## src/rtl/imem_load_arbiter.sv

```systemverilog
// Instruction-memory port arbiter: muxes the CPU fetch address with a byte-serial loader
// that packs little-endian words and writes them. Define IMEM_LOAD_CHECKSUM_EN for load_csum.
module imem_load_arbiter #(
  parameter int ADDR_W    = 6,
  parameter int MAX_WORDS = 16
) (
  input  logic        clk,
  input  logic        reset,
  input  logic        load_start,
  input  logic [4:0]  load_words,
  input  logic        load_abort,
  input  logic        byte_valid,
  input  logic [7:0]  byte_data,
  output logic        byte_ready,
  input  logic [31:0] cpu_pc,
  output logic        cpu_stall,
  output logic [31:0] mem_add,
  output logic [31:0] mem_wdata,
  output logic        mem_wen,
  output logic        busy,
  output logic        load_done,
`ifdef IMEM_LOAD_CHECKSUM_EN
  output logic [7:0]  load_csum,
`endif
  output logic        load_err
);

  localparam int CNT_W = $clog2(MAX_WORDS + 1);

  typedef enum logic [1:0] {IDLE, COLLECT, WRITE, DONE} state_t;

  state_t             state;
  state_t             nxt;
  logic [CNT_W-1:0]   word_idx;
  logic [CNT_W-1:0]   word_cnt;
  logic [1:0]         byte_idx;
  logic [31:0]        asm_word;
  logic [ADDR_W-1:0]  wr_off;
  logic               take;
  logic               last_word;
`ifdef IMEM_LOAD_CHECKSUM_EN
  logic [7:0]         csum;
`endif

  function automatic logic [CNT_W-1:0] clamp_words(input logic [4:0] w);
    if (int'(w) > MAX_WORDS) return CNT_W'(MAX_WORDS);
    else                     return CNT_W'(w);
  endfunction

  assign take      = byte_valid & byte_ready;
  assign last_word = (word_idx + CNT_W'(1)) == word_cnt;
  assign wr_off    = ADDR_W'({word_idx, 2'b00});

  // The CPU owns the address bus only while idle; the loader address is zero-extended.
  assign mem_add   = (state == IDLE) ? cpu_pc : {{(32-ADDR_W){1'b0}}, wr_off};
  assign mem_wdata = asm_word;
`ifdef IMEM_LOAD_CHECKSUM_EN
  assign load_csum = csum;
`endif

  always_comb begin
    nxt = state;
    case (state)
      IDLE:    if (load_start) nxt = (load_words == 5'd0) ? DONE : COLLECT;
      COLLECT: begin
        // Abort beats a simultaneous lane-3 byte: the word is never written.
        if (load_abort)                       nxt = DONE;
        else if (take && byte_idx == 2'd3)    nxt = WRITE;
      end
      WRITE:   nxt = (load_abort || last_word) ? DONE : COLLECT;
      DONE:    nxt = IDLE;
      default: nxt = IDLE;
    endcase
  end

  always_ff @(posedge clk or posedge reset) begin
    if (reset) begin
      state      <= IDLE;
      word_idx   <= '0;
      word_cnt   <= '0;
      byte_idx   <= '0;
      asm_word   <= '0;
      load_err   <= 1'b0;
      byte_ready <= 1'b0;
      cpu_stall  <= 1'b0;
      busy       <= 1'b0;
      mem_wen    <= 1'b0;
      load_done  <= 1'b0;
`ifdef IMEM_LOAD_CHECKSUM_EN
      csum       <= '0;
`endif
    end else begin
      state      <= nxt;
      byte_ready <= (nxt == COLLECT);
      cpu_stall  <= (nxt != IDLE);
      busy       <= (nxt != IDLE);
      mem_wen    <= (nxt == WRITE);
      load_done  <= (nxt == DONE);
      case (state)
        IDLE: begin
          if (load_start) begin
            word_idx <= '0;
            byte_idx <= '0;
            word_cnt <= clamp_words(load_words);
            load_err <= 1'b0;
`ifdef IMEM_LOAD_CHECKSUM_EN
            csum     <= '0;
`endif
          end
        end
        COLLECT: begin
          if (load_abort) begin
            load_err <= 1'b1;
          end else if (take) begin
            asm_word[{byte_idx, 3'b000} +: 8] <= byte_data;
            byte_idx <= byte_idx + 2'd1;
`ifdef IMEM_LOAD_CHECKSUM_EN
            csum     <= csum + byte_data;
`endif
          end
        end
        WRITE: begin
          word_idx <= word_idx + CNT_W'(1);
          byte_idx <= '0;
          if (load_abort) load_err <= 1'b1;
        end
        default: ;
      endcase
    end
  end

endmodule

```

## config.mk

```make
export PLATFORM = sky130hd
export DESIGN_NAME = imem_load_arbiter
export DESIGN_NICKNAME = d
export VERILOG_FILES = /design/src/rtl/imem_load_arbiter.sv
export SDC_FILE = /design/constraint.sdc
export NUM_CORES = 1
export LEC_CHECK = 0
export ABC_AREA = 1
export CAP_MARGIN = 20
export CORE_MARGIN = 3
export CORE_UTILIZATION = 42
export DETAILED_ROUTE_END_ITERATION = 8
export HOLD_SLACK_MARGIN = 0.03
export PLACE_DENSITY = 0.89
export SLEW_MARGIN = 25
export SYNTH_ARGS = -nofsm -noshare
export SYNTH_HDL_FRONTEND = slang
export SYNTH_SLANG_ARGS = --single-unit
```

## constraint.sdc

```tcl
create_clock -name clk -period 2.02 [get_ports clk]
set_input_delay 0.606 -clock clk [delete_from_list [all_inputs] [get_ports clk]]
set_output_delay 0.606 -clock clk [all_outputs]
set_load 0.05 [all_outputs]
```

==> summary.md <==
| Metric | Value |
|---|---|
| Status | `finished with violations` |
| Failing checks | `negative setup slack` |
| CTS tree | `yes` |
| Worst-margin pin slew | `0.471 ns` |
| Area Growth Syn to Fin | `73.2%` |
| Placement Setup Slack | `-0.0260 ns` |
| Sequential share of the synthesized area | `47.0%` |
| Final Setup Violations | `32` |
| VDD IR max | `approximately 1.1 mV` |
| Clk pin slew, worst setup/hold paths | `~0.10 ns` |
| R2R depth | `10` |
| Syn Inst Count | `352` |
| CTS max path bufs | `2` |
| Vias in the first global route | `about 2900` |
| Min-Delay Path Depth | `2` |
| Worst hold path startpoint | `mem_wdata[14]` |
| Max Slew Vio Count | `0` |
| Die width | `about 86 um` |
| Core area | `0.00610 mm^2` |
| YS warnings | `0` |
| Switching part of the total | `49.7%` |
| First-pass GRT wire length | `13600 um` |
| RSZ-0062 raised after global routing | `yes` |
| Drt wl/cell | `about 16 um` |
| CP Capture Type | `output port` |
| Crit-path max FO | `20` |
| Hold Path End | `mem_wdata[14]` |
| Most common cell after layout, fill and taps aside | `nand2_1` |
| Fin crit share | `107%` |
| Final worst slack | `-0.140 ns` |
| Fmax | `0.463 GHz` |
| Smallest hold slack | `0.509 ns` |
| Final Wtd Congestion | `roughly 0.86` |
| Crit path DAT | `1.55 ns` |
| Worst setup SP type | `register` |
| Clock root buffer | `clkbuf_8` |
| Power, Total | `6.25 mW` |
| Remaining DRCs | `0` |
| Clock share of power | `a little over 9%` |
| Mean area per synthesized cell | `~7.7 um^2` |
| Reg power frac | `21.8%` |
| Remaining antenna violation count | `0` |
| Die ar. | `around 0.0075 mm^2` |
| Minimum clock period | `between 2 and 2.5 ns` |
| Vias per cell | `roughly 5.2` |
| Worst slew margin | `between 60% and 70%` |
| FF-to-FF setup slack | `between 0.15 and 0.2 ns` |
| Share of layout cells above drive strength 1 | `approximately a third` |
| P_int | `3.14 mW` |
| Vias | `approximately 2900` |
| Die H | `86.4 um` |
| Total GRT Usage | `a little under a quarter` |
| Clock Skew | `approximately 0.013 ns` |
| Psw | `between 3 and 4 mW` |
| Starting density of the core | `between 40% and 50%` |
| Req. time, crit path | `1.41 ns` |
| Tightest Hold Check Type | `reg2reg` |
| Largest net degree at the start of global routing | `52` |
| Cell variety after synth | `27` |
| PwrDens | `roughly 1300 mW/mm^2` |
| DP Wirelength | `between 6000 and 7000 um` |
| DRT Wirelength | `9070 um` |
| # rows | `28` |
| Gate power share | `between 60 and 70%` |
| # IOs | `120` |
| Reg2reg start | `state[0]` |
| 1st-iter DRT viols | `between 150 and 200` |
| H-tree depth | `2` |
| Total CTS buffers | `5` |
| Leak | `2.25 nW` |
| N_diodes | `0` |
| Critical path class | `reg2out` |
| IO Port Bufs | `roughly 120` |
| Synth Register Bits | `~50` |
| Mapped cell area | `between 0.002 and 0.003 mm^2` |
| Post-route setup TNS | `-2.49 ns` |
| Final #Nets | `about 550` |
| MaxCap Viol Count | `0` |
| Fin. Hold Viols | `0` |
| Commonest cells after routing, fill and taps aside | `nand2_1 (81), buf_4 (55), dfrtp_1 (51)` |
| Worst skew pair latency | `around 0.31 ns` |
| Sinks on Clock Net | `51` |
| Reg2reg end | `word_idx[3]` |
| Initial antenna violation count | `0` |
| Post-synth net total | `between 400 and 500` |
| Drt first pass iters | `5` |
| Grt total ovfl | `0` |
-- per-layer routing --
layer / global-route usage [%] / up-vias / wire (um) / part of all wire, %
met5: 0 / - / 0 / 0
met4: 5.81 / 0 / 150 / 1.7
met3: 4.09 / 17 / 708 / 7.8
met2: 41.7 / 148 / 4690 / 52
met1: 27.9 / 1379 / 3520 / 39
li1: - / 1396 / - / -
-- area by class of cell --
cell class,instances,area [um^2]
multi-input cells,228,1270
fillers,379,1400
repair buffers,140,1640
inverters,62,338
well taps,75,93.8
clock inverters,1,5.00
clock buffers,7,76.3
flip-flops and latches,51,1280
-- how the worst max path moves through the flow --
stage / startpoint / end
floorplan: state[0] / mem_add[2]
global placement: cpu_pc[3] / mem_add[3]
detailed placement: cpu_pc[3] / mem_add[3]
CTS: state[0] / mem_add[20]
global route: state[1] / mem_add[0]
finish: state[0] / mem_add[0]
-- cell usage after synthesis --
cell type  instances  area share (%)
o21ai_1            2            0.37
o22ai_1            4            0.92
o32a_1             1            0.37
nand2_1           95              13
nor3_2             2            0.74
nand2_2            4            0.92
nand4_1           15             3.5
inv_1             58             8.0
a21oi_1            4            0.74
nor3_1             2            0.37
o21ai_0           41             7.6
nor2_1            11             1.5
o31ai_1            1            0.28
nand3_1           25             4.6
nor4_1             1            0.23
nor2_4             1            0.42
buf_2              2            0.37
o21ai_2            1            0.32
a22o_1             1            0.32
buf_4              1            0.28
ha_1              10             4.6
inv_2              4            0.55
clkbuf_1           8             1.1
a22oi_1            1            0.28
dfrtp_1           51              47
nor2_2             5             1.2
o211ai_1           1            0.28
-- power by group through the flow --
stage / clock network [mW] / logic [mW] / registers [mW]
after floorplan: 0 / 1.95 / 1.76
after global placement: 0 / 3.84 / 1.36
after detailed placement: 0 / 3.93 / 1.37
after CTS: 0.578 / 4.13 / 1.36
after global routing: 0.621 / 4.58 / 1.38
final: 0.567 / 4.32 / 1.36
-- per-stage QoR --
step | instance area, um^2 | util [%] | cells
after floorplan | 2830 | - | 352
after global placement | 4430 | 72.6 | 550
after detailed placement | 4430 | 72.6 | 550
after CTS | 4600 | 75.5 | 561
after global routing | 4700 | 77.1 | 564
final | 4700 | 77.1 | 564
-- sequential cells by signal, indices dropped and copies added (netlist names) --
| register | count |
|---|---|
| mem_wdata | 32 |
| word_cnt | 5 |
| word_idx | 5 |
| byte_idx | 2 |
| state | 2 |
| busy | 1 |
| byte_ready | 1 |
| load_done | 1 |
| load_err | 1 |
| mem_wen | 1 |
-- repair_timing --
action,4_1_cts,5_1_grt
setup endpoints to repair,32,40
pin swaps,1,0
resized for setup,19,12
buffers inserted,2,2
hold buffers,0,0
cloned,1,1
-- worst max-delay path: stages (launching register included) --
cell	delay [ns]
dfrtp_1	0.39
inv_2	0.07
ha_4	0.20
buf_12	0.16
nand2_1	0.13
clkinvlp_4	0.13
buf_12	0.16
-- kinds of logic (layout without fill, tap and decap cells) --
family	Yosys count	after routing	synth area share (%)
AOI/OAI and AO/OA	57	57	11.4
DFF	51	51	47.0
adders and majority gates	10	10	4.61
buffers and inverters	73	210	10.3
and+or+nand+nor	161	161	26.6
Power figures use the tool's default switching activity.
